--- config.mk ---
export PLATFORM = sky130hd
export DESIGN_NAME = seq_detector_param
export DESIGN_NICKNAME = d
export VERILOG_FILES = /design/src/rtl/seq_det_pkg.sv /design/src/rtl/seq_det_prefix_match.sv /design/src/rtl/seq_detector_param.sv
export SDC_FILE = /design/constraint.sdc
export NUM_CORES = 1
export LEC_CHECK = 0
export ABC_CLOCK_PERIOD_IN_PS = 2380
export CORE_ASPECT_RATIO = 0.9
export CORE_MARGIN = 2
export CORE_UTILIZATION = 51
export DETAILED_ROUTE_END_ITERATION = 7
export GPL_ROUTABILITY_DRIVEN = 1
export PLACE_DENSITY = 0.78
export SYNTH_ARGS = -nofsm -noshare
export SYNTH_HDL_FRONTEND = slang
export SYNTH_SLANG_ARGS = --single-unit
--- constraint.sdc ---
create_clock -name clk -period 2.38 [get_ports clk]
set_input_delay 0.476 -clock clk [delete_from_list [all_inputs] [get_ports clk]]
set_output_delay 0.476 -clock clk [all_outputs]
set_load 0.02 [all_outputs]
--- src/rtl/seq_det_pkg.sv ---
// Shared types and helpers for the parametrised sequence detector.
// Default build types below describe the SYM_W=2 / SEQ_LEN=3 configuration;
// modules derive their own widths from their parameters.
package seq_det_pkg;

  localparam int unsigned SYM_W_DEF   = 2;
  localparam int unsigned SEQ_LEN_DEF = 3;

  typedef logic [SYM_W_DEF-1:0] sym_t;
  typedef sym_t [SEQ_LEN_DEF-1:0] pattern_t;

  // Width of a counter that must hold 0..seq_len
  function automatic int unsigned prog_w(input int unsigned seq_len);
    return $clog2(seq_len + 1);
  endfunction

  // Reset value of pattern slot i: (i+1) mod 2**sym_w
  function automatic int unsigned default_sym(input int unsigned i, input int unsigned sym_w);
    return (i + 1) % (32'd1 << sym_w);
  endfunction

endpackage

--- src/rtl/seq_det_prefix_match.sv ---
// Combinational longest-prefix search: given the registered history and the
// incoming symbol, find the longest pattern prefix that ends the stream.
module seq_det_prefix_match
  import seq_det_pkg::*;
#(
  parameter int unsigned SYM_W   = SYM_W_DEF,
  parameter int unsigned SEQ_LEN = SEQ_LEN_DEF
) (
  input  logic [SEQ_LEN-2:0][SYM_W-1:0] hist,       // hist[0] = most recent accepted symbol
  input  logic [prog_w(SEQ_LEN)-1:0]    hist_len,   // number of valid history entries
  input  logic [SYM_W-1:0]              new_sym,
  input  logic [SEQ_LEN-1:0][SYM_W-1:0] pattern,
  output logic [prog_w(SEQ_LEN)-1:0]    prefix_len, // longest proper prefix (< SEQ_LEN) matched
  output logic                          full        // whole pattern matched
);

  localparam int unsigned PW = prog_w(SEQ_LEN);

  logic [SEQ_LEN-1:0][SYM_W-1:0] win;

  // Window of the last SEQ_LEN symbols, newest at index 0
  always_comb begin
    win    = '0;
    win[0] = new_sym;
    for (int unsigned j = 1; j < SEQ_LEN; j++) win[j] = hist[j-1];
  end

  // Try every prefix length; entries beyond hist_len do not exist and never match
  always_comb begin
    logic ok;
    ok         = 1'b0;
    prefix_len = '0;
    full       = 1'b0;
    for (int unsigned k = 1; k <= SEQ_LEN; k++) begin
      ok = (k <= 32'(hist_len) + 1);
      for (int unsigned i = 0; i < k; i++) begin
        if (pattern[i] != win[k-1-i]) ok = 1'b0;
      end
      if (ok) begin
        if (k == SEQ_LEN) full = 1'b1;
        else              prefix_len = PW'(k);
      end
    end
  end

endmodule

--- src/rtl/seq_detector_param.sv ---
// Programmable sequence detector with longest-prefix fallback, optional
// overlap and saturating match counter.
// Optional idle timeout enabled by defining SEQ_DET_TIMEOUT_EN.
module seq_detector_param
  import seq_det_pkg::*;
#(
  parameter int unsigned SYM_W       = SYM_W_DEF,
  parameter int unsigned SEQ_LEN     = SEQ_LEN_DEF,
  parameter bit          OVERLAP     = 1'b0,
  parameter int unsigned CNT_W       = 8,
  parameter int unsigned TIMEOUT_CYC = 16
) (
  input  logic                         clk,
  input  logic                         reset,
  input  logic                         in_valid,
  input  logic [SYM_W-1:0]             in_sym,
  input  logic                         cfg_we,
  input  logic [$clog2(SEQ_LEN)-1:0]   cfg_idx,
  input  logic [SYM_W-1:0]             cfg_sym,
  input  logic                         cnt_clr,
  output logic                         match,
  output logic [prog_w(SEQ_LEN)-1:0]   progress,
  output logic [CNT_W-1:0]             match_count,
  output logic                         timeout
);

  logic [SEQ_LEN-1:0][SYM_W-1:0] pattern;
  logic [SEQ_LEN-2:0][SYM_W-1:0] hist;
  logic [prog_w(SEQ_LEN)-1:0]    hist_len;
  logic [prog_w(SEQ_LEN)-1:0]    prefix_len;
  logic                          full;
  logic                          cfg_ok;
  logic                          count_inc;
  logic                          idle_expire;

  assign cfg_ok    = cfg_we && (32'(cfg_idx) < SEQ_LEN);
  assign count_inc = in_valid && !cfg_ok && full;

  seq_det_prefix_match #(
    .SYM_W   (SYM_W),
    .SEQ_LEN (SEQ_LEN)
  ) u_prefix (
    .hist       (hist),
    .hist_len   (hist_len),
    .new_sym    (in_sym),
    .pattern    (pattern),
    .prefix_len (prefix_len),
    .full       (full)
  );

`ifdef SEQ_DET_TIMEOUT_EN
  logic [$clog2(TIMEOUT_CYC+1)-1:0] idle_cnt;

  assign idle_expire = !cfg_ok && !in_valid && (progress != '0) &&
                       (32'(idle_cnt) == TIMEOUT_CYC - 1);

  // Count idle cycles while a partial match is pending
  always_ff @(posedge clk or posedge reset) begin
    if (reset) begin
      idle_cnt <= '0;
    end else if (cfg_ok || in_valid || progress == '0 || idle_expire) begin
      idle_cnt <= '0;
    end else begin
      idle_cnt <= idle_cnt + 1'b1;
    end
  end
`else
  logic [31:0] unused_timeout_cyc;
  assign unused_timeout_cyc = TIMEOUT_CYC;
  assign idle_expire        = 1'b0;
`endif

  // Pattern, history and progress; config beats symbol, symbol beats timeout
  always_ff @(posedge clk or posedge reset) begin
    if (reset) begin
      for (int unsigned i = 0; i < SEQ_LEN; i++) pattern[i] <= SYM_W'(default_sym(i, SYM_W));
      hist     <= '0;
      hist_len <= '0;
      progress <= '0;
      match    <= 1'b0;
      timeout  <= 1'b0;
    end else begin
      match   <= 1'b0;
      timeout <= 1'b0;
      if (cfg_ok) begin
        pattern[cfg_idx] <= cfg_sym;
        hist             <= '0;
        hist_len         <= '0;
        progress         <= '0;
      end else if (in_valid) begin
        match <= full;
        if (full && !OVERLAP) begin
          hist     <= '0;
          hist_len <= '0;
          progress <= '0;
        end else begin
          hist[0] <= in_sym;
          for (int unsigned j = 1; j < SEQ_LEN - 1; j++) hist[j] <= hist[j-1];
          if (32'(hist_len) < SEQ_LEN - 1) hist_len <= hist_len + 1'b1;
          progress <= prefix_len;
        end
      end else if (idle_expire) begin
        hist     <= '0;
        hist_len <= '0;
        progress <= '0;
        timeout  <= 1'b1;
      end
    end
  end

  // Saturating match counter; a clear coinciding with a match leaves 1
  always_ff @(posedge clk or posedge reset) begin
    if (reset) begin
      match_count <= '0;
    end else if (cnt_clr) begin
      match_count <= count_inc ? CNT_W'(1) : '0;
    end else if (count_inc && match_count != '1) begin
      match_count <= match_count + 1'b1;
    end
  end

endmodule
# Yosys cells after proc, flatten, opt, wreduce, memory -nomap -nowiden
# Cells that the tools add are included.
# W data, S select, Z words.
# op_classes
n_eq_ne,7
muxes,27
reduce_logical,10
n_addsub,3
magnitude_cmp,7
# ops
op,n
$le A2 B32 Y1 const A,2
$mux W2,9
$mux W8,2
$mux W4,3
$ne A2 B2 Y1,6
$mux W1,11
$add A8 B1 Y8 const B,1
$ne A8 B8 Y1 const B,1
$bwmux W6,1
$logic_and A1 B1 Y1,5
$demux W2 S2,1
$lt A2 B2 Y1 const B,2
$reduce_bool A2 Y1,2
$add A2 B1 Y3 const B,1
$le A1 B3 Y1 const A,1
$lt A2 B3 Y1 const B,1
$reduce_bool A3 Y1,1
$add A2 B1 Y2 const B,1
$ge A2 B1 Y1 const B,1
$reduce_and A2 Y1,1
$logic_not A1 Y1,1
# totals
output_inout_bits,12
in_bits,11
register_bits,23

# Longest topological paths before layout
# depth
depth_word,10
depth_mapped,7
depth_no_buf,6

# Hierarchy
# Synthesis repeated with hierarchy kept, for this count alone.
# hier_totals
hier_cells,126
hier_area_um2,1253.7
# modules_own_cells
mod,seq_area_each_um2,area_per_inst_um2,cells_per_inst,n_inst
seq_detector_param,580.6,1092.3,103,1
seq_det_prefix_match,0.0,161.4,23,1

# Least setup slack after synthesis
# Ideal clock, no wire load.
# synth_timing
path_type,register to register
startpoint,reg match_count[0]
endpoint,reg match_count[5]
required_ns,2.252
t_arrival_ns,1.765
period_less_slack_ns,1.893
setup_ns,0.128
stages_incl_launch_ff,7
path_slack_ns,0.487
path_cell_list,dfrtp_1 -> ha_1 -> nand3_1 -> o211ai_2 -> nand2b_1 -> nor3_1 -> mux2_1
# synth_via
elab_chain_len,3
# synth_lines
element,line,source
from (decl),seq_detector_param.sv:23,"output logic [CNT_W-1:0] match_count,"
from (signal assigned),seq_detector_param.sv:116,match_count <= count_inc ? CNT_W'(1) : '0;
from (signal assigned),seq_detector_param.sv:118,match_count <= match_count + 1'b1;
$add A8 B1 Y8 / $ne A8 B8 Y1 (equally long branches),"seq_detector_param.sv:118, seq_detector_param.sv:117",
$mux W8 / $logic_and A1 B1 Y1 (equally long branches),seq_detector_param.sv:117,end else if (count_inc && match_count != '1) begin
$mux W8 / $reduce_bool A2 Y1 (equally long branches),-,
# Parallel ways exist; a longest one is shown, timed or not. The select of a mux whose other input is x is not followed.
# A chain may end at the register's enable or synchronous reset.

# Final worst setup path
# layout_timing
startpoint,in in_sym[1]
endpoint,reg match_count[6]
# layout_via
elab_chain_len,6
# layout_lines
element,line,source
from (decl),seq_detector_param.sv:16,"input logic [SYM_W-1:0] in_sym,"
$ne A2 B2 Y1,seq_det_prefix_match.sv:37,if (pattern[i] != win[k-1-i]) ok = 1'b0;
$mux W1,seq_det_prefix_match.sv:37,
$mux W1,seq_det_prefix_match.sv:39,if (ok) begin
$logic_and A1 B1 Y1,seq_detector_param.sv:37,assign count_inc = in_valid && !cfg_ok && full;
$logic_and A1 B1 Y1,seq_detector_param.sv:117,
$reduce_bool A2 Y1 (no line),-,
# Every way passes these cells.

==> impl_metrics.csv <==
group,metric,value,unit
run_status,outcome,"finished clean",
clocking,cts-root-buf,"clkbuf_4",
timing,setup_viol,0,
routing,vias_per_cell,5.803,
floorplan,die-area,2890,sq um
cells_and_area,diodes,0,
routing,wire_per_inst,14.62,microns
synthesis,synth_edf_count,0,
min_path,hold_path.class,"in -> async",
global_routing,antenna_found_initial,0,
clocking,cts_setup_buffers,0,
global_routing,grt_use_total,19.74,%
timing,fin_setup_tns,0,ns
critical_path,required,2.56,ns
global_routing,grt_pass1_wl,4.464,mm
synthesis,syn-num-nets,140,
routing,drt-initial-drc-count,33,
routing,top_layer,"met4",
timing,final-hold-violation-count,0,
clocking,cts_tree,"yes",
placed_design,dp_hpwl,2.083,mm
critical_path,crit_family,"buffers and inverters",
global_routing,grt_pass1_vias,1007,
routing,postRouteAntennaNets,0,
critical_path,cp_max_fo,6,
floorplan,die_x,56.45,microns
critical_path,cp_slowest_cell,"clkdlybuf4s50_1",
routing,drc,0,
clocking,cts_buffers,3,
clocking,cts_hold_buf,0,
routing,wl,2.675,mm
clocking,post_cts_resized,0,
synthesis,synth.ff_latch_count,23,
placed_design,io_buffers,21,
routing,wl_met2,1.314,mm
critical_path,crit_cells,7,
clocking,clock_path_buffers,2,
synthesis,seq_area_frac_synth,45.99,%
critical_path,crit_type,"in -> reg",
power_and_ir_drop,p_leak,0.6492,nW
floorplan,initial_core_util,52.52,%
routing,dr_wl_met3,142,microns
power_and_ir_drop,vdd.ir_drop.worst,0.3554,mV
timing,period_share,84.90,%
critical_path,r2r_cells,6,
clocking,numClockSinks,23,
routing,vias,1062,
timing,finalClockSkew,0.004430,ns
critical_path,cp_cell_sequence,"clkdlybuf4s50_1, xnor2_1, o2111ai_1, or2_0, buf_4, o41ai_1, a21oi_1",
routing,drt-met1-wl,1.209,mm
cells_and_area,drive_above_1_share,14.84,%
synthesis,synth_cells,125,
floorplan,die_h,51.20,microns
placed_design,routabilityCongestion,0.8583,
synthesis,postSynthAreaPerCell,10.10,sq um
synthesis,ys_warn_count,0,
synthesis,netlist_area,1262,sq um
floorplan,floorplan.rows,17,
timing,period_minus_slack,2.021,ns
clocking,path_clk_slew,0.13,ns
clocking,clock_latency,0.30,ns
run,cap_violations,0,
cells_and_area,fillers,199,
placed_design,place_ws,0.01933,ns
global_routing,overflow,0,
synthesis,synthArstFlopShare,100.0,%
critical_path,end_kind,"flip-flop",
clocking,htreeDepth,1,
floorplan,io_pins,23,
critical_path,cpPeakStageDelay,0.50,ns
timing,finalMaxSlewViolations,0,
global_routing,grt_start_max_net_pins,24,
critical_path,cp_num_buf_inv,2,
power_and_ir_drop,powerDensity,545.8,nW/um^2
critical_path,setup.worst_path.start_class,"input port",
timing,max_freq,494.9,MHz
critical_path,arrival,2.20,ns
synthesis,ys_types,40,
synthesis,ys.flop_type,"dfrtp_1",
timing,rsz0062_at_grt,"no",
routing,drt_first_pass_iters,4,
timing,setup_slack,0.3594,ns
cells_and_area,layout.nets,171,
cells_and_area,areaGrowthSynthToFinish,25.07,%
floorplan,coreArea,2404,sq um
state kept, by name, summed over array words and instances (netlist names):
name and count:
hist 4, hist_len 2, match_count 8, pattern 6, match 1, progress 2
synth_stat cells (all sizes together), types with 2 or more instances:
master / number / area, sq um
nor4: 3 / 18.77
a21oi: 5 / 25.02
a22o: 4 / 35.03
xnor2: 9 / 78.83
nand2b: 2 / 12.51
buf: 2 / 15.01
o21ai: 4 / 20.02
and3: 2 / 12.51
clkbuf: 2 / 7.510
o41ai: 2 / 17.52
ha: 4 / 50.05
inv: 8 / 30.03
dfrtp: 19 / 475.5
a211oi: 2 / 15.01
nor2b: 2 / 12.51
dfstp: 4 / 105.1
mux2: 5 / 56.30
nand3b: 3 / 22.52
nor2: 9 / 33.78
nand2: 6 / 22.52
o31ai: 2 / 15.01
nand3: 4 / 20.02
xor2: 2 / 17.52
nor3: 5 / 25.02
area by class of cell:
class / instances / area (sq um) / share of cell area, %
timing repair buffer: 30 / 277.8 / 17.59
tap: 28 / 35.03 / 2.219
sequential: 23 / 580.6 / 36.77
multi-input combinational: 90 / 629.4 / 39.86
clock buffer: 4 / 26.28 / 1.664
inverter: 8 / 30.03 / 1.902
where the power goes:
group / internal (mW) / switching (mW) / total, mW
Clock: 0.0653 / 0.114 / 0.179
Sequential: 0.438 / 0.0415 / 0.479
Combinational: 0.104 / 0.0997 / 0.203
cell families (layout without fill, tap and decap cells):
group,after synthesis,in the layout,share of synthesized area [%]
AOI/OAI and AO/OA,28,28,16.55
and+or+nand+nor,41,41,16.95
muxes,5,5,4.460
xor gates and xnor gates,11,11,7.632
buffers and inverters,12,42,4.163
adders and majority gates,4,4,3.964
other,1,1,0.2970
DFF,23,23,45.99
layer usage:
metal,vias to the layer above,track usage (%)
met5,-,0
met4,0,6.349
met3,2,2.278
met2,36,33.14
met1,512,26.74
li1,512,-
stage by stage:
| stage | area (sq um) | hold WS, ns | utilization, % | total power [mW] | std cells |
|---|---|---|---|---|---|
| after floorplan | 1262 | 0.4750 | - | 0.6129 | 125 |
| after global placement | 1553 | 0.4687 | 64.60 | 0.6779 | 179 |
| after detailed placement | 1553 | 0.4706 | 64.60 | 0.6891 | 179 |
| after CTS | 1579 | 0.4993 | 65.70 | 0.8690 | 183 |
| after global routing | 1579 | 0.5277 | 65.70 | 0.9148 | 183 |
| final | 1579 | 0.4874 | 65.70 | 0.8618 | 183 |
layout by cell type (no fill, tap or decap), types with 2 or more instances in the layout:
cell             Yosys  layout
and3_1               2       2
nand3b_1             3       3
a22o_1               4       4
nand2_1              6       6
clkbuf_4             0       3
buf_4                2       9
o31ai_1              2       2
clkdlybuf4s50_1      0      21
ha_1                 4       4
nor2_1               9       9
inv_1                8       8
a21oi_1              5       5
o21ai_0              4       4
a211oi_1             2       2
dfrtp_1             19      19
o41ai_1              2       2
xor2_1               2       2
nor3_1               5       5
nor4_1               3       3
nand2b_1             2       2
dfstp_2              4       4
xnor2_1              9       9
nor2b_1              2       2
mux2_2               4       4
nand3_1              4       4
worst register-to-register path, stage by stage (launching register included):
cell	delay, ns
dfstp_2	0.60
xnor2_1	0.13
nand3_1	0.16
or2_0	0.32
buf_4	0.18
o41ai_1	0.36
a21oi_1	0.11
path summary, 6_finish.rpt:
| kind | startpoint | to | slack, ns |
|---|---|---|---|
| hold / removal | reset | progress[0] | 0.49 |
| min in group clk | progress[1] | progress[1] | 0.49 |
| hold reg to reg | progress[1] | progress[1] | 0.49 |
| setup / recovery | in_sym[1] | match_count[6] | 0.36 |
| max in group asynchronous | reset | pattern[3] | 1.61 |
| setup reg to reg | pattern[3] | match_count[6] | 0.40 |
(Power assumes the default switching activity.)
